===== src/rtl/uart_pkg.sv =====
`default_nettype none
// ============================================================================
// Module      : uart_pkg
// Description : Shared UART TX types, frame constants and the baud divisor
//               helper. UART_TX_PARITY_EN adds the PARITY state.
// Revision    : 1.0  initial release
// ============================================================================
package uart_pkg;

   localparam int DATA_BITS = 8;
   localparam int STOP_BITS = 1;

`ifdef UART_TX_PARITY_EN
   typedef enum logic [2:0] {
      ST_IDLE   = 3'd0,
      ST_START  = 3'd1,
      ST_DATA   = 3'd2,
      ST_PARITY = 3'd3,
      ST_STOP   = 3'd4
   } tx_state_t;
`else
   typedef enum logic [1:0] {
      ST_IDLE  = 2'd0,
      ST_START = 2'd1,
      ST_DATA  = 2'd2,
      ST_STOP  = 2'd3
   } tx_state_t;
`endif

   function automatic int clks_per_bit(input int clk_freq, input int baud_rate);
      return clk_freq / baud_rate;
   endfunction

endpackage
`default_nettype wire


===== src/rtl/uart_byte_fifo.sv =====
`default_nettype none
// ============================================================================
// Module      : uart_byte_fifo
// Description : Single-clock FIFO with occupancy count, async active-low reset.
// Revision    : 1.0  initial release
// ============================================================================
module uart_byte_fifo #(
   parameter int DEPTH = 8,
   parameter int WIDTH = 8
) (
   input  logic                     clk,
   input  logic                     rst,
   input  logic                     i_wr_en,
   input  logic [WIDTH-1:0]         i_wr_data,
   input  logic                     i_rd_en,
   output logic [WIDTH-1:0]         o_rd_data,
   output logic                     o_full,
   output logic                     o_empty,
   output logic [$clog2(DEPTH):0]   o_count
);

   localparam int c_AW = $clog2(DEPTH);

   logic [WIDTH-1:0] r_mem [DEPTH];
   logic [c_AW-1:0]  r_wr_ptr;
   logic [c_AW-1:0]  r_rd_ptr;
   logic [c_AW:0]    r_count;
   logic             w_wr;
   logic             w_rd;

   assign o_full    = (r_count == (c_AW+1)'(DEPTH));
   assign o_empty   = (r_count == '0);
   assign o_count   = r_count;
   assign o_rd_data = r_mem[r_rd_ptr];
   assign w_wr      = i_wr_en && !o_full;
   assign w_rd      = i_rd_en && !o_empty;

   always_ff @(posedge clk) begin
      if (w_wr) begin
         r_mem[r_wr_ptr] <= i_wr_data;
      end
   end

   // Pointers wrap naturally because DEPTH is a power of two.
   always_ff @(posedge clk or negedge rst) begin
      if (!rst) begin
         r_wr_ptr <= '0;
         r_rd_ptr <= '0;
         r_count  <= '0;
      end else begin
         if (w_wr) r_wr_ptr <= r_wr_ptr + 1'b1;
         if (w_rd) r_rd_ptr <= r_rd_ptr + 1'b1;
         case ({w_wr, w_rd})
            2'b10:   r_count <= r_count + 1'b1;
            2'b01:   r_count <= r_count - 1'b1;
            default: r_count <= r_count;
         endcase
      end
   end

endmodule
`default_nettype wire


===== src/rtl/uart_tx_fifo_ctrl.sv =====
`default_nettype none
// ============================================================================
// Module      : uart_tx_fifo_ctrl
// Description : FIFO-buffered 8N1 UART transmitter; UART_TX_PARITY_EN adds an
//               even parity bit (8E1).
// Revision    : 1.0  initial release
// ============================================================================
module uart_tx_fifo_ctrl
   import uart_pkg::*;
#(
   parameter int CLK_FREQ   = 200000000,
   parameter int BAUD_RATE  = 115200,
   parameter int FIFO_DEPTH = 8
) (
   input  logic                          clk_200MHz,
   input  logic                          rst,
   input  logic [7:0]                    in_data,
   input  logic                          in_valid,
   output logic                          in_ready,
   output logic                          txd,
   output logic                          busy,
   output logic [$clog2(FIFO_DEPTH):0]   fifo_count
);

   localparam int c_CLKS_PER_BIT = clks_per_bit(CLK_FREQ, BAUD_RATE);
   localparam int c_CNT_W        = $clog2(c_CLKS_PER_BIT + 1);
   localparam logic [c_CNT_W-1:0] c_BAUD_LAST = c_CNT_W'(c_CLKS_PER_BIT - 1);
   localparam logic [2:0] c_DATA_LAST = 3'(DATA_BITS - 1);
   localparam logic [2:0] c_STOP_LAST = 3'(STOP_BITS - 1);

   tx_state_t          r_state, w_state_nxt;
   logic [c_CNT_W-1:0] r_baud, w_baud_nxt;
   logic [2:0]         r_bit_idx, w_bit_idx_nxt;
   logic [7:0]         r_shift, w_shift_nxt;
   logic               r_txd, w_txd_nxt;
   logic               w_bit_done;
   logic               w_pop;
   logic               w_push;
   logic [7:0]         w_fifo_head;
   logic               w_fifo_empty;
   logic               w_fifo_full;
`ifdef UART_TX_PARITY_EN
   logic               r_parity, w_parity_nxt;
`endif

   assign in_ready   = !w_fifo_full;
   assign w_push     = in_valid && in_ready;
   assign w_bit_done = (r_baud == c_BAUD_LAST);
   assign txd        = r_txd;
   assign busy       = (r_state != ST_IDLE) || !w_fifo_empty;

   uart_byte_fifo #(
      .DEPTH (FIFO_DEPTH),
      .WIDTH (8)
   ) u_fifo (
      .clk       (clk_200MHz),
      .rst       (rst),
      .i_wr_en   (w_push),
      .i_wr_data (in_data),
      .i_rd_en   (w_pop),
      .o_rd_data (w_fifo_head),
      .o_full    (w_fifo_full),
      .o_empty   (w_fifo_empty),
      .o_count   (fifo_count)
   );

   always_comb begin
      w_state_nxt   = r_state;
      w_baud_nxt    = r_baud + 1'b1;
      w_bit_idx_nxt = r_bit_idx;
      w_shift_nxt   = r_shift;
      w_pop         = 1'b0;
`ifdef UART_TX_PARITY_EN
      w_parity_nxt  = r_parity;
`endif
      case (r_state)
         ST_IDLE: begin
            w_baud_nxt = '0;
            if (!w_fifo_empty) begin
               w_pop       = 1'b1;
               w_shift_nxt = w_fifo_head;
`ifdef UART_TX_PARITY_EN
               w_parity_nxt = ^w_fifo_head;
`endif
               w_state_nxt = ST_START;
            end
         end
         ST_START: begin
            if (w_bit_done) begin
               w_baud_nxt    = '0;
               w_bit_idx_nxt = '0;
               w_state_nxt   = ST_DATA;
            end
         end
         ST_DATA: begin
            if (w_bit_done) begin
               w_baud_nxt  = '0;
               w_shift_nxt = {1'b0, r_shift[7:1]};
               if (r_bit_idx == c_DATA_LAST) begin
                  w_bit_idx_nxt = '0;
`ifdef UART_TX_PARITY_EN
                  w_state_nxt   = ST_PARITY;
`else
                  w_state_nxt   = ST_STOP;
`endif
               end else begin
                  w_bit_idx_nxt = r_bit_idx + 1'b1;
               end
            end
         end
`ifdef UART_TX_PARITY_EN
         ST_PARITY: begin
            if (w_bit_done) begin
               w_baud_nxt  = '0;
               w_state_nxt = ST_STOP;
            end
         end
`endif
         ST_STOP: begin
            if (w_bit_done) begin
               w_baud_nxt = '0;
               if (r_bit_idx == c_STOP_LAST) begin
                  w_bit_idx_nxt = '0;
                  // Chain straight into the next frame with no idle gap.
                  if (!w_fifo_empty) begin
                     w_pop       = 1'b1;
                     w_shift_nxt = w_fifo_head;
`ifdef UART_TX_PARITY_EN
                     w_parity_nxt = ^w_fifo_head;
`endif
                     w_state_nxt = ST_START;
                  end else begin
                     w_state_nxt = ST_IDLE;
                  end
               end else begin
                  w_bit_idx_nxt = r_bit_idx + 1'b1;
               end
            end
         end
         default: begin
            w_baud_nxt  = '0;
            w_state_nxt = ST_IDLE;
         end
      endcase

      // txd is derived from the next state so the registered line moves on
      // the same edge as the state change.
      case (w_state_nxt)
         ST_START:  w_txd_nxt = 1'b0;
         ST_DATA:   w_txd_nxt = w_shift_nxt[0];
`ifdef UART_TX_PARITY_EN
         ST_PARITY: w_txd_nxt = w_parity_nxt;
`endif
         default:   w_txd_nxt = 1'b1;
      endcase
   end

   always_ff @(posedge clk_200MHz or negedge rst) begin
      if (!rst) begin
         r_state   <= ST_IDLE;
         r_baud    <= '0;
         r_bit_idx <= '0;
         r_shift   <= '0;
         r_txd     <= 1'b1;
`ifdef UART_TX_PARITY_EN
         r_parity  <= 1'b0;
`endif
      end else begin
         r_state   <= w_state_nxt;
         r_baud    <= w_baud_nxt;
         r_bit_idx <= w_bit_idx_nxt;
         r_shift   <= w_shift_nxt;
         r_txd     <= w_txd_nxt;
`ifdef UART_TX_PARITY_EN
         r_parity  <= w_parity_nxt;
`endif
      end
   end

endmodule
`default_nettype wire


===== config.mk =====
export PLATFORM = sky130hd
export DESIGN_NAME = uart_tx_fifo_ctrl
export DESIGN_NICKNAME = d
export VERILOG_FILES = /design/src/rtl/uart_pkg.sv /design/src/rtl/uart_byte_fifo.sv /design/src/rtl/uart_tx_fifo_ctrl.sv
export SDC_FILE = /design/constraint.sdc
export NUM_CORES = 1
export LEC_CHECK = 0
export ABC_AREA = 1
export BUFFER_PORTS_ARGS = -buffer_cell sky130_fd_sc_hd__buf_2
export CAP_MARGIN = 20
export CELL_PAD_IN_SITES_DETAIL_PLACEMENT = 0
export CELL_PAD_IN_SITES_GLOBAL_PLACEMENT = 1
export CORE_MARGIN = 4
export CORE_UTILIZATION = 25
export CTS_CLUSTER_DIAMETER = 80
export DETAILED_ROUTE_END_ITERATION = 7
export PLACE_DENSITY = 0.58
export SLEW_MARGIN = 20
export SYNTH_ARGS = -nofsm -noshare
export SYNTH_HDL_FRONTEND = slang
export SYNTH_SLANG_ARGS = --single-unit
export TNS_END_PERCENT = 1

===== constraint.sdc =====
create_clock -name clk_200MHz -period 2.8 [get_ports clk_200MHz]
set_input_delay 0.28 -clock clk_200MHz [delete_from_list [all_inputs] [get_ports clk_200MHz]]
set_output_delay 0.28 -clock clk_200MHz [all_outputs]
set_load 0.005 [all_outputs]

==> results of run 1 <==
-- Yosys cell counts, drive strengths merged --
library cell / count / area (µm²)
edfxtp: 64 / 1920
xnor2: 5 / 43.8
o211ai: 1 / 7.51
a22o: 1 / 8.76
dfrtp: 34 / 851
o21ai: 37 / 185
nor4: 1 / 6.26
clkinv: 3 / 13.8
nor2: 68 / 288
ha: 15 / 188
a31oi: 1 / 6.26
or2: 7 / 43.8
nor3: 8 / 45.0
dfstp: 1 / 26.3
o22ai: 12 / 75.1
clkbuf: 1 / 5.00
inv: 29 / 109
xor2: 7 / 61.3
nand3: 30 / 178
nand4: 4 / 25.0
a21oi: 13 / 68.8
buf: 9 / 45.0
nand2: 112 / 445
-- path summary, 6_finish.rpt --
path,startpoint,end,slack [ns],depth (start not counted)
max in group asynchronous,rst,u_fifo.o_count[0],2.23,1
min in group clk_200MHz,in_data[3],u_fifo.r_mem[6][3],0.20,1
worst min register to register,r_shift[0],r_shift[0],0.50,2
worst min-delay path,rst,r_baud[6],0.04,1
worst max register to register,r_baud[0],u_fifo.o_count[2],0.26,15
worst max-delay path,r_baud[0],u_fifo.o_count[2],0.26,15
-- worst max-delay path, cell delays in order (launching register included) --
cell,delay [ns]
dfrtp_1,0.42
ha_1,0.21
nand2_2,0.09
clkinv_2,0.08
nand3_2,0.09
nor2_4,0.13
nand3_2,0.12
nand2_4,0.15
nand2_4,0.07
clkinv_2,0.08
ha_1,0.23
xor2_1,0.27
ha_1,0.19
a21oi_1,0.05
xnor2_1,0.16
o21ai_0,0.09
-- sequential cells by signal, indices dropped and copies added, names as in the netlist --
signal	cells
u_fifo.r_mem	64
txd	1
u_fifo.o_count	4
r_bit_idx	3
r_state	2
u_fifo.r_wr_ptr	3
r_baud	11
r_shift	8
u_fifo.r_rd_ptr	3
-- routing by layer --
layer | up-vias | part of all wire (%) | global-route usage [%]
met5 | - | 0 | 0
met4 | 0 | 1.7 | 3.93
met3 | 12 | 3.0 | 2.61
met2 | 41 | 50 | 18.8
met1 | 1525 | 46 | 12.8
li1 | 1626 | - | -
-- power groups by stage --
stage / clock [mW] / sequential, mW / combinational, mW
after CTS: 1.27 / 2.07 / 1.87
after global placement: 0 / 2.09 / 1.84
after global routing: 1.33 / 2.11 / 2.10
final: 1.22 / 2.07 / 1.84
after detailed placement: 0 / 2.10 / 1.87
after floorplan: 0 / 2.06 / 1.29
-- metrics by stage --
step                      area [µm²]  worst slack [ns]
final                           5350             0.263
after global routing            5350            0.0297
after CTS                       5350             0.259
after detailed placement        5060             0.273
after global placement          5060             0.353
after floorplan                 4650             0.519
-- cell usage in the layout (no fill, tap or decap), types with 15 or more instances in the layout --
master    netlist  layout
ha_1           15      15
nor2_1         61      61
nand2_1       106     106
dfrtp_1        34      34
nand3_1        26      26
edfxtp_1       64      64
inv_1          27      27
o21ai_0        30      30
buf_2           9      17
-- cell families after synthesis --
| kind of cell | Yosys count | share of synthesized area, % |
|---|---|---|
| AO/OA/AOI/OAI | 65 | 7.57 |
| XOR/XNOR | 12 | 2.26 |
| adder cells (fa/ha/maj) | 15 | 4.04 |
| buffers and inverters | 42 | 3.72 |
| flip-flops | 99 | 60.2 |
| AND/OR/NAND/NOR | 230 | 22.2 |
-- final cells by class --
class / instances / area (µm²) / share of cell area, %
sequential: 99 / 2800 / 52.3
clock buffer: 9 / 225 / 4.21
timing repair buffer: 29 / 175 / 3.27
tap: 229 / 287 / 5.35
inverter: 32 / 123 / 2.29
clock inverter: 7 / 67.6 / 1.26
multi-input combinational: 322 / 1680 / 31.3
==> qor_table.md, run 1 <==
| Group | Parameter | This run |
|:---|:---|:---|
| outcome | Result of the run | finished, final reports clean |
| synthesis | Fraction of the yosys area taken by sequential cells | 60.2% |
| floorplan | Die Y | 144 µm |
| floorplan | Effective utilization at floorplan | 25.6% |
| placement | Number of input and output port buffers inserted | 17 |
| cells and area | Final-layout fill cell count | 1,929 |
| drt | Post-route DRC violation count | 0 |
| cts | Latest clock arrival within the worst-skew pair | 0.35 ns |
| cells and area | Count of placed standard cells in the final layout, fillers left out | 727 |
| drt | DR WL/cell | 14.3 µm |
| synthesis | Average size of a mapped cell | 10.0 µm² |
| synthesis | Cells after Synth | 463 |
| cts | Total number of clock tree sinks | 99 |
| placement | DP Wirelength | 6850 µm |
| power and ir drop | Switch share | 39.1% |
| cells and area | Number of antenna cells inserted | 0 |
| sta | Hold Violations, Final | 0 |
| grt | Number of antenna violations at the first check in global routing | 0 |
| cells and area | Final core utilization | 29.5% |
| placement | Weighted congestion reported at the end of routability-driven placement | 0.763 |
| critical path | Kind of start point of the critical path | register |
| power and ir drop | Tot Pwr | 5.13 mW |
| power and ir drop | Peak VDD IR | 424 µV |
| synthesis | Warnings, synthesis | 0 |
| power and ir drop | Internal power consumption | 3.12 mW |
| power and ir drop | Switching pwr | 2.00 mW |
| cells and area | Layout Nets | 519 |
| floorplan | Core area | 18,100 µm² |
| synthesis | Number of flip-flops and latches in the synthesized netlist | 99 |
| critical path | Endpoint class of the critical path | register |
| critical path | Worst Path Class, Setup | register to register |
| drt | First drt pass iteration count | 4 |
| floorplan | DIE AREA | 20,800 µm² |
| sta | Total negative slack | 0 ns |
| worst hold path | Hold crit path type | input pin to asynchronous set/reset pin |
| critical path | Data arrival, critical path | 2.77 ns |
| sta | Final worst-path cycle share | 90.6% |
| drt | 1st-iter DRT viols | 159 |
| grt | Total gr overflow | 0 |
| synthesis | Number of distinct library cells after synthesis | 34 |
| synthesis | Net count of the mapped netlist | 489 |
| cts | CTS tree | yes |
| cts | Post-CTS resize count | 0 |
| sta | Highest clock frequency the design can meet | 394 MHz |
| cts | Htree depth | 3 |
| drt | Mean number of vias per cell | 4.41 |
| floorplan | Ports | 18 |
| grt | Pin count of the biggest net entering global routing | 36 |
| drt | Total number of vias | 3,204 |
| power and ir drop | Leakage dissipation | 2.18 nW |
| floorplan | Width of the die | 144 µm |
| flow run | Reported max-cap violation count | 0 |
| grt | Total routing usage reported by global routing | 10.7% |
| drt | Wire length reported by the detailed router | 10,400 µm |
| sta | Setup repair after global routing missed its margin | false |
| cells and area | Layout overhead on the synthesized area | 15.2% |
| cts | Reg clk slew, reported paths | 0.07 ns |
| cts | Post-CTS Repair Setup Buffers | 0 |
| cells and area | Layout cell share with drive strength beyond 1 | 15.1% |
| placement | Number of cells after detailed placement | 711 |
| sta | Max Transition Viols Final | 0 |
| power and ir drop | Fraction of power consumed by combinational cells | 35.8% |
| cts | Maximum buffer depth of the clock tree | 2 |
| grt | Wire length of the first global-routing pass | 17,100 µm |
| critical path | Required @ worst endpoint | 3.03 ns |
| sta | Worst Max-Slew Pin Slew | 0.845 ns |
| critical path | Maximum fanout encountered on the critical timing path | 9 |
| sta | Fin crit period | 2.54 ns |
| sta | Final number of setup-violating endpoints | 0 |
| synthesis | Post-synthesis instance area | 4650 µm² |
| power and ir drop | Sequential cell fraction of total power | 40.3% |
| cts | Cts-stage hold buffer count | 0 |
| cts | Number of clock buffers inserted by TritonCTS | 9 |
| sta | Rel. slew slack | 43.6% |
| power and ir drop | Power share of the clock group | 23.8% |
| drt | Number of routed nets with antenna violations | 0 |
| grt | Via count of the first global-routing pass | 3,254 |
| floorplan | Floorplan row count | 49 |
| power and ir drop | Power per Cell Area | 958 nW/µm² |
| cts | CTS Root Buffer Type | clkbuf_16 |
| sta | Hold WS | 0.0385 ns |
| sta | Post-route clock skew | 0.00400 ns |
No activity file was read; power rests on OpenSTA's default activity.
==> run 2: changes to the inputs <==
--- a/config.mk
+++ b/config.mk
@@ -11,10 +11,10 @@
 export CELL_PAD_IN_SITES_DETAIL_PLACEMENT = 0
 export CELL_PAD_IN_SITES_GLOBAL_PLACEMENT = 1
 export CORE_MARGIN = 4
-export CORE_UTILIZATION = 25
+export CORE_UTILIZATION = 49
 export CTS_CLUSTER_DIAMETER = 80
 export DETAILED_ROUTE_END_ITERATION = 7
-export PLACE_DENSITY = 0.58
+export PLACE_DENSITY = 0.92
 export SLEW_MARGIN = 20
 export SYNTH_ARGS = -nofsm -noshare
 export SYNTH_HDL_FRONTEND = slang
==> run 2 against run 1 <==
Against the previous run:
- the run now ends with hold timing left
- power is 8.7% lower
- clock power is 32% lower
- sequential cell count stayed put
- sequential share of layout area is 2.4 points higher
- first-iteration DRC count is 35% higher
==> qor_table.md, run 2 (synthesis results as in run 1) <==
| Group | Parameter | This run | vs previous |
|:---|:---|:---|:---|
| power and ir drop | Power share of the clock group | 17.8% | -6.0 points |
| critical path | Endpoint class of the critical path | register |  |
| critical path | Maximum fanout encountered on the critical timing path | 9 | unchanged |
| critical path | Kind of start point of the critical path | register |  |
| power and ir drop | Switch share | 39.6% | +0.48 points |
| cts | Latest clock arrival within the worst-skew pair | 0.36 ns | about the same |
| placement | Cell Area, Placed | 4930 µm² | -2.5% |
| power and ir drop | Power per Cell Area | 915 nW/µm² | -4.5% |
| placement | DP Wirelength | 6040 µm | -12% |
| cts | Reg clk slew, reported paths | 0.09 ns | +0.02 ns |
| floorplan | DIE AREA | 11,100 µm² | -47% |
| drt | 1st-iter DRT viols | 214 | +35% |
| sta | Setup repair after global routing missed its margin | false |  |
| sta | Rel. slew slack | 46.9% | +3.3 points |
| power and ir drop | Switching pwr | 1.85 mW | -7.6% |
| power and ir drop | Sequential cell fraction of total power | 44.1% | +3.8 points |
| power and ir drop | Peak VDD IR | 722 µV | +70% |
| outcome | Failing checks | hold timing |  |
| critical path | List of cells traversed by the critical path | ha_1 > nand2_2 > clkinv_2 > nand3_2 > nor2_4 > nand3_2 > nand2_4 > nand2_4 > clkinv_2 > ha_1 > xor2_2 > ha_1 > a21oi_1 > xnor2_1 > o21ai_0 |  |
| sta | Post-route clock skew | 0.00663 ns | +0.00263 ns |
| cells and area | Layout cell share with drive strength beyond 1 | 15.1% | +0.030 points |
| power and ir drop | Fraction of power consumed by combinational cells | 38.0% | +2.2 points |
| floorplan | Width of the die | 105 µm | -27% |
| floorplan | Ports | 18 | unchanged |
| placement | Number of input and output port buffers inserted | 17 | unchanged |
| floorplan | Effective utilization at floorplan | 50.3% | +25 points |
| sta | Hold WS | -0.00697 ns | -0.0455 ns |
| grt | Total routing usage reported by global routing | 17.2% | +6.5 points |
| cts | Number of clock buffers inserted by TritonCTS | 9 | unchanged |
| cts | Cts-stage hold buffer count | 0 | unchanged |
| outcome | Result of the run | finished, violations left |  |
| drt | Number of routed nets with antenna violations | 0 | unchanged |
| cells and area | Area taken by flip-flops and latches | 2800 µm² | unchanged |
| cells and area | Area of the multi-input gates | 1680 µm² | +0.45% |
| critical path | Required @ worst endpoint | 3.04 ns | about the same |
| cts | Post-CTS resize count | 0 | unchanged |
| sta | Hold Violations, Final | 16 | +16 |
| cts | Maximum buffer depth of the clock tree | 2 | unchanged |
| cells and area | Most flop-heavy register | u_fifo.r_mem |  |
| placement | Weighted congestion reported at the end of routability-driven placement | 0.833 | +9.3% |
| cts | Htree depth | 3 | unchanged |
| critical path | Cell class contributing the biggest share of worst-path delay | adder cells |  |
| drt | Wire length reported by the detailed router | 9020 µm | -13% |
| cts | Total number of clock tree sinks | 99 | unchanged |
| flow run | Reported max-cap violation count | 0 | unchanged |
| worst hold path | Hold crit path type | input pin to asynchronous set/reset pin |  |
| cells and area | Final-layout fill cell count | 775 | -60% |
| cells and area | Commonest cells after routing, fill and taps aside | 106 x nand2_1, 64 x edfxtp_1, 61 x nor2_1 |  |
| grt | Via count of the first global-routing pass | 3,100 | -4.7% |
| cts | CTS Root Buffer Type | clkbuf_8 |  |
| sta | Final number of setup-violating endpoints | 0 | unchanged |
| grt | Pin count of the biggest net entering global routing | 36 | unchanged |
| floorplan | Floorplan row count | 35 | -29% |
| cells and area | Layout overhead on the synthesized area | 10.1% |  |
| sta | Max Transition Viols Final | 0 | unchanged |
| sta | Final worst-path cycle share | 90.1% | -0.52 points |
| drt | DR WL/cell | 14.4 µm | +0.77% |
| critical path | Data arrival, critical path | 2.76 ns | about the same |
| grt | Wire length of the first global-routing pass | 15,200 µm | -11% |
| sta | Fin crit period | 2.52 ns | -0.0145 ns |
| cells and area | Number of antenna cells inserted | 0 | unchanged |
| cells and area | Commonest non-fill, non-tap cell in the layout | nand2_1 |  |
| cells and area | Largest registers in the final layout | u_fifo.r_mem x64, r_baud x11, r_shift x8 |  |
| grt | Total gr overflow | 0 | unchanged |
| critical path | Library cell contributing the largest single delay on the critical path | dfrtp_1 |  |
| cts | CTS tree | yes |  |
| floorplan | Die Y | 105 µm | -27% |
| sta | Worst Max-Slew Pin Slew | 0.796 ns | -0.0495 ns |
| power and ir drop | Leakage dissipation | 2.13 nW | -2.4% |
| sta | Total negative slack | 0 ns | unchanged |
| grt | Number of antenna violations at the first check in global routing | 0 | unchanged |
| cells and area | Final core utilization | 55.4% | +26 points |
| drt | First drt pass iteration count | 5 | +1 |
| drt | Total number of vias | 3,246 | +1.3% |
| cells and area | Final instance area | 5120 µm² | -4.4% |
| sta | Highest clock frequency the design can meet | 396 MHz | +0.57% |
| drt | Post-route DRC violation count | 0 | unchanged |
| floorplan | Core area | 9240 µm² | -49% |
| power and ir drop | Internal power consumption | 2.83 mW | -9.4% |
| critical path | Worst Path Class, Setup | register to register |  |
| cells and area | Layout Nets | 519 | unchanged |
| cells and area | Largest register FFs | 64 | unchanged |
| drt | Mean number of vias per cell | 5.19 | +18% |
| critical path | Delay of the slowest cell on the worst path | 0.44 ns | +0.02 ns |
| critical path | Sum of buffers and inverters on the critical path | 2 | unchanged |
| critical path | Cell with the most instances on the worst path | ha_1 |  |
| cts | Post-CTS Repair Setup Buffers | 0 | unchanged |
==> run 2: cell count changes in the layout (fill, tap and decap cells not counted), sizes merged <==
cell and delta:
clkinv +1, inv -2
==> run 2: cell type report <==
type | count | share of cell area, %
well taps | 129 | 3.15
inverters | 32 | 2.40
flip-flops and latches | 99 | 54.7
repair buffers | 29 | 3.42
clock inverters | 6 | 1.00
multi-input cells | 322 | 32.9
clock buffers | 9 | 2.42
==> run 2: metrics by stage <==
| stage | instances | setup slack, ns | power, mW |
|---|---|---|---|
| after floorplan | 463 | 0.519 | 3.35 |
| after global placement | 611 | 0.414 | 3.81 |
| after detailed placement | 611 | 0.273 | 3.87 |
| after CTS | 626 | 0.251 | 4.71 |
| after global routing | 626 | 0.0471 | 5.05 |
| final | 626 | 0.278 | 4.68 |
==> run 2: path summary, 6_finish.rpt <==
check                           startpoint                  to  slack, ns  cells after the start
worst max register to register   r_baud[0]   u_fifo.o_count[2]       0.28                     15
min in group clk_200MHz         in_data[5]  u_fifo.r_mem[7][5]       0.18                      1
worst min register to register  r_shift[0]          r_shift[0]       0.50                      2
max in group asynchronous              rst          r_shift[5]       2.31                      1
worst min-delay path                   rst           r_baud[6]     -0.007                      1
worst max-delay path             r_baud[0]   u_fifo.o_count[2]       0.28                     15
==> run 2: power by group through the flow <==
stage                     clock network (mW)  registers, mW  logic [mW]
after floorplan                            0           2.06        1.29
after global placement                     0           2.08        1.73
after detailed placement                   0           2.09        1.78
after CTS                              0.863           2.06        1.79
after global routing                   0.928           2.10        2.02
final                                  0.835           2.07        1.78
==> run 2: routing by layer <==
layer  global-route usage (%)  vias up  part of all wire, %  routed length, µm
li1                         -     1620                    -                  -
met1                     22.2     1553                   44               4000
met2                     29.3       61                   50               4550
met3                     3.92       12                  3.9                353
met4                     4.40        0                  1.3                119
met5                        0        -                    0                  0
